### config.mk
export PLATFORM = sky130hd
export DESIGN_NAME = uart_tx_arbiter
export DESIGN_NICKNAME = d
export VERILOG_FILES = /design/src/rtl/uart_pkg.sv /design/src/rtl/uart_rr_picker.sv /design/src/rtl/uart_tx_arbiter.sv
export SDC_FILE = /design/constraint.sdc
export NUM_CORES = 1
export LEC_CHECK = 0
export BUFFER_PORTS_ARGS = -buffer_cell sky130_fd_sc_hd__buf_2
export CAP_MARGIN = 10
export CORE_UTILIZATION = 57
export DETAILED_ROUTE_END_ITERATION = 16
export PLACE_DENSITY_LB_ADDON = 0.12
export SLEW_MARGIN = 20
export SYNTH_ARGS = -nofsm -noshare
export SYNTH_HDL_FRONTEND = slang
export SYNTH_SLANG_ARGS = --single-unit
### constraint.sdc
create_clock -name clk -period 5.5 [get_ports clk]
set_input_delay 0.55 -clock clk [delete_from_list [all_inputs] [get_ports clk]]
set_output_delay 0.55 -clock clk [all_outputs]
set_load 0.02 [all_outputs]
### src/rtl/uart_pkg.sv
// Shared types and default sizing for the UART transmit arbiter.
package uart_pkg;

  typedef enum logic [1:0] {
    IDLE  = 2'd0,
    START = 2'd1,
    WAIT  = 2'd2
  } state_t;

  localparam int N_REQ_DEF  = 4;
  localparam int D_BITS_DEF = 8;

endpackage

### src/rtl/uart_rr_picker.sv
// Combinational round-robin picker: first set request at or after rr_ptr, wrapping modulo N_REQ.
module uart_rr_picker #(
  parameter  int N_REQ = 4,
  localparam int IDX_W = $clog2(N_REQ)
) (
  input  logic [N_REQ-1:0] req,
  input  logic [IDX_W-1:0] rr_ptr,
  output logic [N_REQ-1:0] grant,
  output logic [IDX_W-1:0] idx,
  output logic             found
);

  logic [IDX_W-1:0] cand;

  always_comb begin
    // NOTE: every output gets a default before the loop so no latch is inferred.
    grant = '0;
    idx   = '0;
    found = 1'b0;
    cand  = '0;
    for (int k = 0; k < N_REQ; k++) begin
      cand = IDX_W'((int'(rr_ptr) + k) % N_REQ);
      if (!found && req[cand]) begin
        found       = 1'b1;
        grant[cand] = 1'b1;
        idx         = cand;
      end
    end
  end

endmodule

### src/rtl/uart_tx_arbiter.sv
// Round-robin arbiter sharing one UART transmitter among N_REQ byte requesters.
// Define UART_TX_ARB_LOCK_EN to hold the grant on one requester until its req_last byte.
module uart_tx_arbiter
  import uart_pkg::*;
#(
  parameter  int N_REQ  = N_REQ_DEF,
  parameter  int D_BITS = D_BITS_DEF,
  localparam int IDX_W  = $clog2(N_REQ)
) (
  input  logic                    clk,
  input  logic                    reset,
  input  logic [N_REQ-1:0]        req_valid,
  input  logic [N_REQ*D_BITS-1:0] req_data,
  input  logic [N_REQ-1:0]        req_last,
  output logic [N_REQ-1:0]        req_ready,
  output logic [D_BITS-1:0]       tx_din,
  output logic                    tx_start,
  input  logic                    tx_done_tick,
  output logic                    busy,
  output logic [IDX_W-1:0]        grant_id
);

  state_t            state;
  logic [IDX_W-1:0]  rr_ptr;
  logic              last_q;
  logic [N_REQ-1:0]  eligible;
  logic [N_REQ-1:0]  win_onehot;
  logic [IDX_W-1:0]  win_idx;
  logic              win_found;
  logic              handshake;
  logic              ptr_advance;
  logic [IDX_W-1:0]  next_ptr;
  logic [D_BITS-1:0] win_data;

`ifdef UART_TX_ARB_LOCK_EN
  // last_q low means the previous byte was mid-message: only that requester may continue.
  assign eligible    = last_q ? req_valid : (req_valid & (N_REQ'(1) << grant_id));
  assign ptr_advance = last_q;
`else
  logic unused_last_q;
  assign unused_last_q = last_q;
  assign eligible      = req_valid;
  assign ptr_advance   = 1'b1;
`endif

  uart_rr_picker #(.N_REQ(N_REQ)) u_picker (
    .req    (eligible),
    .rr_ptr (rr_ptr),
    .grant  (win_onehot),
    .idx    (win_idx),
    .found  (win_found)
  );

  assign handshake = (state == IDLE) && win_found;
  assign req_ready = handshake ? win_onehot : '0;
  assign win_data  = req_data[int'(win_idx)*D_BITS +: D_BITS];
  assign next_ptr  = (win_idx == IDX_W'(N_REQ - 1)) ? '0 : win_idx + 1'b1;

  // NOTE: sequential state uses non-blocking assignments so all registers update together.
  always_ff @(posedge clk) begin
    if (reset) begin
      state    <= IDLE;
      tx_din   <= '0;
      tx_start <= 1'b0;
      busy     <= 1'b0;
      grant_id <= '0;
      rr_ptr   <= '0;
      last_q   <= 1'b1;
    end else begin
      case (state)
        IDLE: begin
          if (handshake) begin
            state    <= START;
            tx_start <= 1'b1;
            busy     <= 1'b1;
            tx_din   <= win_data;
            grant_id <= win_idx;
            last_q   <= req_last[win_idx];
            if (ptr_advance) rr_ptr <= next_ptr;
          end
        end
        START: begin
          state    <= WAIT;
          tx_start <= 1'b0;
        end
        WAIT: begin
          if (tx_done_tick) begin
            state <= IDLE;
            busy  <= 1'b0;
          end
        end
        default: begin
          state    <= IDLE;
          tx_start <= 1'b0;
          busy     <= 1'b0;
        end
      endcase
    end
  end

endmodule

==> impl_metrics.csv <==
group,metric,value,unit
final_layout,syn_to_final_growth,13.18,%
critical_path,crit_type,"reg -> out",
synthesis,ys_ff_latch,16,
global_routing,antenna_found_initial,0,
synthesis,synth_seq_area_share,15.62,%
pwr,swShare,51.29,%
global_routing,track_usage,31.31,%
timing,rsz0062_at_grt,"no",
timing,finalMaxSlewViolations,0,
worst_hold_path,hp-class,"reg -> reg",
timing,min_period,4.422,ns
final_layout,fin_util,68.48,%
global_routing,grt_pass1_wl,8887,µm
critical_path,slowest_stage,"mux4_2",
synthesis,yosysUniqueCellTypes,49,
detailed_routing,ant_nets,0,
critical_path,crit_path_max_incr_delay,0.66,ns
synthesis,netlist_area,0.002051,mm²
pwr,finalPower,0.0008870,W
detailed_routing,drc_errors,0,
critical_path,path_depth,9,
die,io_pins,59,
final_layout,fill_cells,313,
pwr,power_density,382.2,mW/mm²
final_layout,final_common_cell,"buf_2",
die,start_util,60.50,%
pwr,clkPwrFrac,9.3,%
timing,fmax,226.1,MHz
detailed_routing,num_vias,2214,
global_routing,grt_remaining_overflow,0,
critical_path,timing.critical_path.max_delay_family,"buffers and inverters",
clock_tree,clk_pin_slew_worst_paths,0.10,ns
critical_path,r2r_cells,8,
synthesis,yosys_warnings,0,
synthesis,syn_inst,261,
synthesis,synth_fp_nets,311,
pwr,p_leak,0.8931,nW
detailed_routing,drt_iter0_drc,166,
critical_path,start_kind,"register",
timing,timing.hold.ws,0.4682,ns
clock_tree,clk_latency,0.30,ns
placement,place_congestion,0.9057,
critical_path,endpoint_kind,"output port",
timing,finalSetupViolCount,0,
critical_path,crit_end,"req_ready[2]",
final_layout,finish.net_count,349,
die,row_count,21,
clock_tree,clock-sinks,16,
critical_path,cp_max_fo,40,
die,chipWidth,61.98,µm
detailed_routing,firstDrtPassIters,5,
run,drv_cap,0,
pwr,intPower,0.0004320,W
clock_tree,cts_htree_levels,1,
clock_tree,cts.repair.resized,0,
timing,slew_headroom,36.14,%
clock_tree,cts_tree,"built",
critical_path,reg2reg_slack,1.76,ns
die,dieArea,0.003842,mm²
placement,numPortBuffers,54,
placement,dp.final_hpwl,3919,µm
critical_path,r2r-end,"tx_din[1]$_SDFFE_PP0P_",
clock_tree,postCtsHoldBufs,0,
clock_tree,cts_setup_buffers,0,
clock_tree,cts-root-buf,"clkbuf_4",
timing,hold_viol_final,0,
critical_path,crit_required,4.95,ns
detailed_routing,drt_wl_total,5788,µm
die,core,0.003390,mm²
pwr,p_sw,0.0004550,W
detailed_routing,routedWlPerCell,16.83,µm
timing,worst_pin_slew,0.9544,ns
critical_path,critPathLaunch,"rr_ptr[0]$_SDFFE_PP0P_",
final_layout,drive_gt1_share,31.54,%
detailed_routing,drt-vias-per-instance,6.436,
pwr,ir_worst_vdd,181.4,µV
synthesis,synth_area_per_cell,7.857,µm²
pwr,power.share.combinational,71.6,%
clock_tree,clock_path_buffers,2,
timing,fin_skew,0.004668,ns
critical_path,r2r-start,"rr_ptr[0]$_SDFFE_PP0P_",
die,die_y,61.98,µm
timing,fin_crit_sh,80.40,%
critical_path,cp.arrival,3.87,ns
final_layout,antenna_cells,0,
pwr,pwr-share-seq,19.1,%
critical_path,crit_buf_inv,3,
final_layout,layout_common_cells,"buf_2 (54), nand2_1 (26), o21ai_0 (19), nand3_1 (17), dfxtp_1 (16)",
synthesis,async_flop_share,0,%
synthesis,synth_edf_count,0,
clock_tree,cts_buffers,3,
synthesis,synthFlopType,"dfxtp_1",
critical_path,path_cells,"buf_4 > inv_1 > ha_1 > mux4_2 > nor2b_4 > a221o_1 > o21ai_0 > a21oi_1 > buf_2",
timing,tns,0,ns
outcome,status,"finished, final reports clean",
global_routing,grt_max_degree,41,
global_routing,grt_pass1_vias,1907,
[area by class of cell]
| type | count | area, µm² | share of cell area [%] |
|---|---|---|---|
| multi-input cells | 219 | 1610 | 69.38 |
| flip-flops and latches | 16 | 320.3 | 13.80 |
| well taps | 46 | 57.56 | 2.480 |
| repair buffers | 56 | 285.3 | 12.29 |
| clock buffers | 4 | 36.28 | 1.563 |
| inverters | 3 | 11.26 | 0.4852 |
[metal layers]
| metal | vias to the layer above | share of wire, % | wire [µm] | GRT usage, % |
|---|---|---|---|---|
| li1 | 1086 | - | - | - |
| met1 | 1031 | 43 | 2476 | 40.77 |
| met2 | 89 | 50 | 2895 | 53.19 |
| met3 | 8 | 5.4 | 313 | 4.969 |
| met4 | 0 | 1.8 | 102 | 8.889 |
| met5 | - | 0 | 0 | 0 |
[how the worst min path moves through the flow]
stage	start	to	slack [ns]	cells past startpoint
2_1_floorplan	state[1]$_SDFFE_PP0P_	state[1]$_SDFFE_PP0P_	0.50	2
6_report	busy$_SDFFE_PP0P_	busy$_SDFFE_PP0P_	0.47	2
3_5_place_dp	busy$_SDFFE_PP0P_	busy$_SDFFE_PP0P_	0.45	2
5_1_grt	busy$_SDFFE_PP0P_	busy$_SDFFE_PP0P_	0.48	2
4_1_cts	busy$_SDFFE_PP0P_	busy$_SDFFE_PP0P_	0.47	2
3_3_place_gp	busy$_SDFFE_PP0P_	busy$_SDFFE_PP0P_	0.44	2
[power groups by stage]
stage	sequential, W	combinational [W]	clock [W]
CTS	0.000169	0.000627	0.0000814
global route	0.000175	0.000691	0.0000879
floorplan	0.000197	0.000469	0
finish	0.000170	0.000635	0.0000822
detailed placement	0.000172	0.000623	0
global placement	0.000171	0.000616	0
[worst register-to-register path, cell delays in order (launching register included)]
cell and delay [ns]:
dfxtp_1 0.32, buf_4 0.40, inv_1 0.42, ha_1 0.61
mux4_2 0.66, nor2b_4 0.52, mux2i_1 0.15, a2111oi_0 0.45
a211oi_1 0.10
[through the flow]
stage,cells,area (µm²),worst slack [ns]
floorplan,261,2051,2.105
global placement,340,2281,1.453
detailed placement,340,2281,1.427
CTS,344,2317,1.099
global route,344,2321,0.7871
finish,344,2321,1.078
[cell usage after synthesis, types with 8 or more instances]
master | n | area, µm²
nand2_1 | 26 | 97.59
o21ai_0 | 19 | 95.09
nand3_1 | 17 | 85.08
dfxtp_1 | 16 | 320.3
nor2_1 | 12 | 45.04
mux2_2 | 11 | 123.9
clkbuf_1 | 10 | 37.54
a211oi_1 | 9 | 67.56
buf_2 | 9 | 45.04
a21boi_0 | 8 | 60.06
a21o_1 | 8 | 60.06
a21oi_1 | 8 | 40.04
nand4_1 | 8 | 50.05
nor2b_1 | 8 | 50.05
nor3_1 | 8 | 40.04
o211ai_1 | 8 | 60.06
o21bai_1 | 8 | 60.06
[state kept, by name, indices dropped and copies added, names as in the netlist]
name      flops
rr_ptr        2
grant_id      2
tx_start      1
state         2
busy          1
tx_din        8
[cell families after synthesis]
logic type	share of synthesized area, %
AND/OR/NAND/NOR	23.43
buffers and inverters	6.040
flip-flops	15.62
multiplexers	12.26
adder cells (fa/ha/maj)	4.271
AO/OA/AOI/OAI	38.38
No activity file was read; power rests on OpenSTA's default activity.
